**config.mk**
```make
export PLATFORM = sky130hd
export DESIGN_NAME = mcs4_pc_stack
export DESIGN_NICKNAME = d
export VERILOG_FILES = /design/src/rtl/mcs4.sv /design/src/rtl/mcs4_nib_ser.sv /design/src/rtl/mcs4_pc_stack.sv
export SDC_FILE = /design/constraint.sdc
export NUM_CORES = 1
export LEC_CHECK = 0
export BUFFER_PORTS_ARGS = -buffer_cell sky130_fd_sc_hd__buf_2
export CAP_MARGIN = 20
export CORE_ASPECT_RATIO = 0.9
export CORE_MARGIN = 4
export CORE_UTILIZATION = 30
export DETAILED_ROUTE_END_ITERATION = 8
export PLACE_DENSITY_LB_ADDON = 0.3
export RECOVER_POWER = 100
export SETUP_SLACK_MARGIN = 0.3
export SLEW_MARGIN = 20
export SYNTH_ARGS = -nofsm -noshare
export SYNTH_HDL_FRONTEND = slang
export SYNTH_SLANG_ARGS = --single-unit
```
**constraint.sdc**
```tcl
create_clock -name clk -period 2.6 [get_ports clk]
set_clock_uncertainty 0.05 [all_clocks]
set_input_delay 0 -clock clk [delete_from_list [all_inputs] [get_ports clk]]
set_output_delay 0 -clock clk [all_outputs]
set_load 0.02 [all_outputs]
```
**src/rtl/mcs4.sv**
```systemverilog
// Shared MCS-4 core types: PC-unit operation codes and stack overflow policy.
package mcs4;

  typedef enum logic [2:0] {
    OpEmit = 3'd0,
    OpInc  = 3'd1,
    OpJun  = 3'd2,
    OpJpg  = 3'd3,
    OpJms  = 3'd4,
    OpBbl  = 3'd5
  } pcop_t;

  typedef enum logic {
    OvfCircular = 1'b0,
    OvfGuarded  = 1'b1
  } ovf_mode_t;

endpackage

```
**src/rtl/mcs4_nib_ser.sv**
```systemverilog
// PC nibble serialiser: captures a PC on load and streams it low nibble first.
module mcs4_nib_ser #(
  parameter int unsigned ADDR_W = 12
) (
  input  logic              clk,
  input  logic              rst,
  input  logic              load,
  input  logic [ADDR_W-1:0] load_pc,
  output logic              busy,
  output logic              nib_valid,
  output logic [3:0]        nib_out,
  output logic              nib_last
);

  localparam int unsigned NIB   = ADDR_W / 4;
  localparam int unsigned CNT_W = $clog2(NIB);
  localparam logic [CNT_W-1:0] LAST = CNT_W'(NIB - 1);

  logic              busy_q, busy_d;
  logic              valid_q, valid_d;
  logic              last_q, last_d;
  logic [3:0]        out_q, out_d;
  logic [CNT_W-1:0]  cnt_q, cnt_d;
  logic [ADDR_W-1:0] sh_q, sh_d;

  always_comb begin
    busy_d  = busy_q;
    valid_d = valid_q;
    last_d  = last_q;
    out_d   = out_q;
    cnt_d   = cnt_q;
    sh_d    = sh_q;
    if (load) begin
      busy_d  = 1'b1;
      valid_d = 1'b1;
      out_d   = load_pc[3:0];
      sh_d    = load_pc >> 4;
      cnt_d   = '0;
      last_d  = 1'b0;
    end else if (valid_q) begin
      if (last_q) begin
        busy_d  = 1'b0;
        valid_d = 1'b0;
        last_d  = 1'b0;
        out_d   = 4'h0;
        cnt_d   = '0;
      end else begin
        cnt_d  = cnt_q + 1'b1;
        out_d  = sh_q[3:0];
        sh_d   = sh_q >> 4;
        last_d = (cnt_d == LAST);
      end
    end
  end

  always_ff @(posedge clk) begin
    if (rst) begin
      busy_q  <= 1'b0;
      valid_q <= 1'b0;
      last_q  <= 1'b0;
      out_q   <= 4'h0;
      cnt_q   <= '0;
      sh_q    <= '0;
    end else begin
      busy_q  <= busy_d;
      valid_q <= valid_d;
      last_q  <= last_d;
      out_q   <= out_d;
      cnt_q   <= cnt_d;
      sh_q    <= sh_d;
    end
  end

  assign busy      = busy_q;
  assign nib_valid = valid_q;
  assign nib_out   = out_q;
  assign nib_last  = last_q;

endmodule

```
**src/rtl/mcs4_pc_stack.sv**
```systemverilog
// Program counter with subroutine stack; every accepted op streams the new PC out as nibbles.
module mcs4_pc_stack
  import mcs4::*;
#(
  parameter int unsigned ADDR_W   = 12,
  parameter int unsigned DEPTH    = 4,
  parameter int unsigned PAGE_W   = 8,
  parameter ovf_mode_t   OVF_MODE = OvfCircular
) (
  input  logic                       clk,
  input  logic                       rst,
  input  logic                       op_valid,
  output logic                       op_ready,
  input  pcop_t                      op,
  input  logic [ADDR_W-1:0]          op_addr,
  output logic [ADDR_W-1:0]          pc,
  output logic [$clog2(DEPTH+1)-1:0] stk_lvl,
  output logic                       stk_err,
  input  logic                       err_clr,
  output logic                       nib_valid,
  output logic [3:0]                 nib_out,
  output logic                       nib_last
);

  localparam int unsigned SP_W  = $clog2(DEPTH);
  localparam int unsigned LVL_W = $clog2(DEPTH + 1);
  localparam logic [LVL_W-1:0] LVL_FULL = LVL_W'(DEPTH);

  logic [ADDR_W-1:0] stack_q [DEPTH];
  logic [ADDR_W-1:0] pc_q, pc_d, pc1;
  logic [SP_W-1:0]   sp_q, sp_d, sp_m1;
  logic [LVL_W-1:0]  lvl_q, lvl_d;
  logic              err_q, err_d, err_set;
  logic              busy, accept, push, full, empty;

  assign accept = op_valid && !busy;
  assign pc1    = pc_q + ADDR_W'(1);
  assign sp_m1  = sp_q - SP_W'(1);
  assign full   = (lvl_q == LVL_FULL);
  assign empty  = (lvl_q == '0);

  always_comb begin
    pc_d    = pc_q;
    sp_d    = sp_q;
    lvl_d   = lvl_q;
    push    = 1'b0;
    err_set = 1'b0;
    if (accept) begin
      case (op)
        OpInc: pc_d = pc1;
        OpJun: pc_d = op_addr;
        // Page is taken from pc1 so a jump at a page's last byte lands in the next page.
        OpJpg: pc_d = {pc1[ADDR_W-1:PAGE_W], op_addr[PAGE_W-1:0]};
        OpJms: begin
          if (full) err_set = 1'b1;
          if (full && OVF_MODE == OvfGuarded) begin
            pc_d = pc1;
          end else begin
            push = 1'b1;
            sp_d = sp_q + SP_W'(1);
            pc_d = op_addr;
            if (!full) lvl_d = lvl_q + LVL_W'(1);
          end
        end
        OpBbl: begin
          if (empty) err_set = 1'b1;
          if (empty && OVF_MODE == OvfGuarded) begin
            pc_d = pc1;
          end else begin
            sp_d = sp_m1;
            pc_d = stack_q[sp_m1];
            if (!empty) lvl_d = lvl_q - LVL_W'(1);
          end
        end
        default: pc_d = pc_q;
      endcase
    end
    // A fresh error wins over a coincident clear.
    if (err_set)      err_d = 1'b1;
    else if (err_clr) err_d = 1'b0;
    else              err_d = err_q;
  end

  always_ff @(posedge clk) begin
    if (rst) begin
      pc_q  <= '0;
      sp_q  <= '0;
      lvl_q <= '0;
      err_q <= 1'b0;
    end else begin
      pc_q  <= pc_d;
      sp_q  <= sp_d;
      lvl_q <= lvl_d;
      err_q <= err_d;
    end
  end

  always_ff @(posedge clk) begin
    if (!rst && push) stack_q[sp_q] <= pc1;
  end

  mcs4_nib_ser #(
    .ADDR_W(ADDR_W)
  ) u_ser (
    .clk      (clk),
    .rst      (rst),
    .load     (accept),
    .load_pc  (pc_d),
    .busy     (busy),
    .nib_valid(nib_valid),
    .nib_out  (nib_out),
    .nib_last (nib_last)
  );

  assign op_ready = !busy;
  assign pc       = pc_q;
  assign stk_lvl  = lvl_q;
  assign stk_err  = err_q;

endmodule

```
# Yosys cells after proc, flatten, opt, wreduce, memory -nomap -nowiden
# Memories as Yosys holds them, arrays and structs flattened.
# Index checks and enable logic that the tools add are counted.
# Widths: inputs -> output; s select.
# op_classes
add_sub_neg	6
n_reduce_logical	15
mux	30
eq_ne	10
# ops
cell	n
$pmux 12 s4	1
$mux 8	3
$mux 1	16
$add 12x1->12 const B	1
$mux 12	1
$mux 4	3
$eq 3x3->1 const B	3
$reduce_bool 2->1	4
$eq 3x2->1 const B	2
$mux 3	2
$ne 2x2->1 const B	3
$pmux 3 s2	1
$reduce_and 2->1	3
$add 2x1->2 const B	2
$pmux 2 s2	1
$reduce_and 4->1	1
$reduce_or 2->1	2
$add 3x1->3 const B	1
$eq 3x1->1 const B	1
$logic_not 3->1	1
$sub 3x1->3 const B	1
$eq 2x2->1 const B	1
$logic_and 1x1->1	2
$logic_not 1->1	2
3 further kinds	3
# word_totals
ramBits	48
n_memories	1
output_inout_bits	23
ff_bits	35
input_bits	19
# memory_table
name	depth	width	rd	rd_clocked_by_memory_dff	wr	line	rtl
stack_q	4	12	1	0	1	mcs4_pc_stack.sv:29	logic [ADDR_W-1:0] stack_q [DEPTH];

# Logic depth before layout (Yosys ltp)
# depth
depth_word	6
mapped_depth	10
ltp_nobuf	7

# Hierarchy
# A second synthesis with hierarchy kept.
# unflattened
cells_unflattened	355
area_unflattened_um2	4097.7
# by_module_without_submodules
module	cells_each	n_inst	area_each_um2
mcs4_pc_stack	274	1	3353.2
mcs4_nib_ser	81	1	744.5

# Worst setup path after synthesis
# No wires, ideal clock.
# synth_path
path_kind	register to register
startpoint	reg sp_q[0]
endpoint	reg pc_q[7] (netlist: pc[7])
path_stages_with_launch	10
n_path_buf	2
slack_ps	323
period_less_slack_ps	2277
arrival_time_ps	2091
cell_sequence	dfxtp_1 buf_6 buf_6 inv_1 ha_1 mux2_2 a2bb2oi_1 o21a_1 a211oi_1 nor3_1
# synth_via
elab_chain_len	4
# synth_rtl
item	line	rtl
start, declared	mcs4_pc_stack.sv:31	logic [SP_W-1:0] sp_q, sp_d, sp_m1;
start signal, assigned	mcs4_pc_stack.sv:92	sp_q <= sp_d;
$sub 2x1->2	mcs4_pc_stack.sv:38	assign sp_m1 = sp_q - SP_W'(1);
$mem_v2 4x12	n/a	
$pmux 12 s4	mcs4_pc_stack.sv:49	case (op)
$mux 12	mcs4_pc_stack.sv:48	if (accept) begin
end signal, assigned	mcs4_pc_stack.sv:91	pc_q <= pc_d;
end, declared	mcs4_pc_stack.sv:30	logic [ADDR_W-1:0] pc_q, pc_d, pc1;
# Every way passes these cells.
# A chain may end at the register's enable or synchronous reset.

# Worst setup path in the final report
# layout_path
startpoint	reg sp_q[1]
endpoint	reg u_ser.sh_q[4]
# layout_via
elab_chain_len	5
# layout_rtl
item	line	rtl
$sub 2x1->2	mcs4_pc_stack.sv:38	
$mem_v2 4x12	n/a	
$pmux 12 s4	mcs4_pc_stack.sv:49	
$mux 12	mcs4_pc_stack.sv:48	
$mux 8	mcs4_nib_ser.sv:33	if (load) begin
end signal, assigned	mcs4_nib_ser.sv:63	sh_q <= '0;
end signal, assigned	mcs4_nib_ser.sv:70	sh_q <= sh_d;
end, declared	mcs4_nib_ser.sv:24	logic [ADDR_W-1:0] sh_q, sh_d;
# Every way passes these cells.

==> summary.txt <==
Status
  • Outcome: finished, final reports clean

Routing
  • DR WL/cell: 17.8 um
  • Drt drc: 0
  • Routed Antenna Nets: 0
  • Pre-antenna DRT Iters: 4
  • Initial DRC Count: approximately 210
  • Drt via density: between 4 and 5
  • Vias: 2738
  • WL final: 9790 um

Critical path
  • Crit path launch: sp_q[1]$_SDFFE_PP0P_
  • Setup Crit Path Kind: flip-flop to flip-flop
  • Crit path cell chain: inv_1, ha_1, buf_4, mux4_2, a221oi_1, o31ai_1
  • Critical Path AT: between 2 and 2.5 ns
  • Worst Path Max Fanout: 8
  • CP startpoint kind: flip-flop
  • Max incr delay on CP: 0.48 ns
  • Worst reg2reg setup slack: around 0.35 ns
  • CP Capture Type: flip-flop
  • Kind of cell adding the most delay to the critical path: compound AO/OA/AOI/OAI gates
  • Worst Path Buf+Inv: 2
  • Launch point of the worst reg-to-reg path: sp_q[1]$_SDFFE_PP0P_
  • Worst EP required: 2.77 ns
  • Crit-path slowest cell: ha_1
  • Worst R2R End: u_ser.sh_q[4]$_SDFFE_PP0P_
  • Worst Reg2Reg Path Length in Cells: 6

Logic synthesis
  • Avg Inst Size Synth: 12.1 sq um
  • Syn Inst Count: 329
  • Flops & latches, synth: a little over 80
  • Asr flop ratio synth: 0
  • Post-Syn Nets: ~360
  • Count leader, synth: edfxtp_1
  • Cell taking the most area after synthesis: edfxtp_1
  • Main synth FF type: edfxtp_1
  • Post-synth top cells: 48 x edfxtp_1, 38 x nor2_1, 35 x dfxtp_1
  • Syn Std Cell Area: 3970 sq um
  • Yosys top cell area share: 0.364
  • Seq/Total Area, Yosys: 0.540
  • Yosys cell types: 55
  • Number of synthesis warnings: 0
  • Largest cells by area after synthesis: edfxtp_1 36%, dfxtp_1 18%, mux4_2 5.1%, nor2_1 3.6%, xnor2_2 2.1%
  • Post-synth EDFFs: 48

Global route
  • Global-route usage over all layers: 0.137
  • Gr ovfl total: 0
  • Vias in the first global route: approximately 2700
  • Initial antenna violation count: 0
  • First-pass GRT wire length: 15500 um
  • Largest net degree at the start of global routing: 20

Clocking
  • CTS Sinks: slightly above 80
  • Root buffer cell: clkbuf_16
  • Worst-Skew Late Latency: 0.35 ns
  • Htree depth: 3
  • Number of buffers created by CTS: 9
  • Worst-path clk slew: 0.07 ns
  • CTS tree: yes
  • Max Buffers Root-to-Sink: 2
  • Post-CTS Repair Setup Buffers: 0

STA
  • Hold slack: 0.0224 ns
  • Final Max Tran Viols: 0
  • Final count of hold timing violations: 0
  • Min Tclk post-route: 2.25 ns
  • Fmax achieved: 444 MHz
  • Relative slew slack: 0.440
  • Setup WS post-layout: 0.346 ns
  • Period utilization: 0.867
  • Setup-failing EPs final: 0
  • Worst-Margin Slew: 0.840 ns
  • RSZ-0062 raised after global routing: false
  • Setup_tns: 0 ns

Place
  • Post-Place Cell Area: between 4000 and 5000 sq um
  • Pre-CTS setup slack: roughly 0.37 ns
  • DP HPWL: 7120 um
  • Placer Congestion: roughly 0.81
  • Placed Cells: 529
  • I/O Buffers: 41

Cells and area
  • Layout cells sized above 1: 0.151
  • Final #Nets: about 410
  • Final Cell Area: 4550 sq um
  • Antenna cells: 0
  • Layout area overhead: 14.8%
  • Post-Layout Cell Count: 549

Worst hold path
  • Hold Crit Start: op_addr[4]
  • Hold Path Cell Cnt: 3
  • Hold Crit Endpoint: u_ser.sh_q[0]$_SDFFE_PP0P_
  • Worst min path class: input pin to flip-flop

Pwr
  • Pint: between 2 and 2.5 mW
  • Psw: slightly below 0.9 mW
  • Clk pwr share: 0.406
  • VDD IR-drop max: roughly 440 uV
  • Comb pwr share: 0.118
  • Sequential Power Share: 0.475
  • Sw frac: 0.278
  • Pleak: 1.57 nW
  • PD cells: 685 nW/um^2

Floorplan
  • IO Pins: between 40 and 50
  • Rows: 39
  • Core Region: 12800 sq um
  • Starting Density: 0.309
  • Die span in y: 117 um
  • Die area: around 15000 sq um
  • Die width: 129 um

Flow run
  • Max-capacitance violation count: 0
-- layout by cell type, fill, tap and decap left out, drive strengths merged, types with 7 or more instances in the layout --
| cell | Yosys | final |
|---|---|---|
| dfxtp | 35 | 35 |
| buf | 14 | 25 |
| edfxtp | 48 | 48 |
| nand2 | 17 | 17 |
| o21ai | 10 | 10 |
| inv | 13 | 18 |
| mux4 | 11 | 11 |
| a21oi | 15 | 15 |
| nand2b | 11 | 11 |
| nor2 | 38 | 38 |
| a211oi | 7 | 7 |
| xnor2 | 12 | 12 |
| and2 | 7 | 7 |
| clkbuf | 5 | 39 |
| nor3 | 14 | 14 |
-- tightest hold or removal path, cell delays in order --
cell      delay, ns
buf_2          0.13
o221ai_1       0.15
o22ai_1        0.09
-- logic make-up (layout without fill, tap and decap cells) --
family / after synthesis / count (layout) / synth area share
xor gates and xnor gates: 16 / 16 / 0.0448
DFF: 83 / 83 / 0.540
and+or+nand+nor: 113 / 113 / 0.156
AOI/OAI and AO/OA: 60 / 60 / 0.113
adders and majority gates: 7 / 7 / 0.0240
buffers and inverters: 32 / 88 / 0.0404
muxes: 18 / 18 / 0.0824
-- registers in the layout, summed over array words and instances (netlist names) --
register         flops
stk_lvl              3
stack_q             48
stk_err              1
u_ser.nib_valid      1
sp_q                 2
u_ser.nib_last       1
u_ser.sh_q           8
u_ser.cnt_q          2
pc                  12
u_ser.busy           1
u_ser.nib_out        4
-- worst max path at each step --
stage / to / cells after the start
final: u_ser.sh_q[4]$_SDFFE_PP0P_ / 6
after CTS: pc[7]$_SDFF_PP0_ / 7
after detailed placement: pc[7]$_SDFF_PP0_ / 7
after global placement: pc[7]$_SDFF_PP0_ / 7
after floorplan: pc[7]$_SDFF_PP0_ / 9
after global routing: stack_q[2][4]$_DFFE_PP_ / 5
-- repair_timing --
action	4_1_cts	5_1_grt
hold endpoints to repair	9	0
setup endpoints to repair	0	2
hold buffers	4	0
gates resized for setup	0	1
-- layer usage --
layer / global-route usage / vias up / wire length [um]
li1: - / 1325 / -
met1: 0.193 / 1319 / 4610
met2: 0.209 / 86 / 4410
met3: 0.0413 / 8 / 683
met4: 0.0315 / 0 / 88
met5: 0 / - / 0
-- area by class of cell --
class,count,area (sq um)
Inverter,13,48.8
Sequential cell,83,2140
Multi-Input combinational cell,214,1560
Fill cell,1302,8280
Clock buffer,9,225
Tap cell,164,205
Clock inverter,7,71.3
Timing Repair Buffer,59,295
-- power by group through the flow --
stage                     clock (mW)  sequential [mW]  combinational, mW
after detailed placement           0             1.51              0.392
final                           1.27             1.48              0.369
after global placement             0             1.51              0.388
after global routing            1.36             1.49              0.407
after CTS                       1.30             1.48              0.398
after floorplan                    0             1.53              0.246
-- per-stage QoR --
stage	util	power (mW)
floorplan	-	1.77
global placement	0.340	1.90
detailed placement	0.340	1.90
CTS	0.367	3.18
global route	0.355	3.25
finish	0.355	3.12
Note: power is estimated with default switching activity, not from simulation.
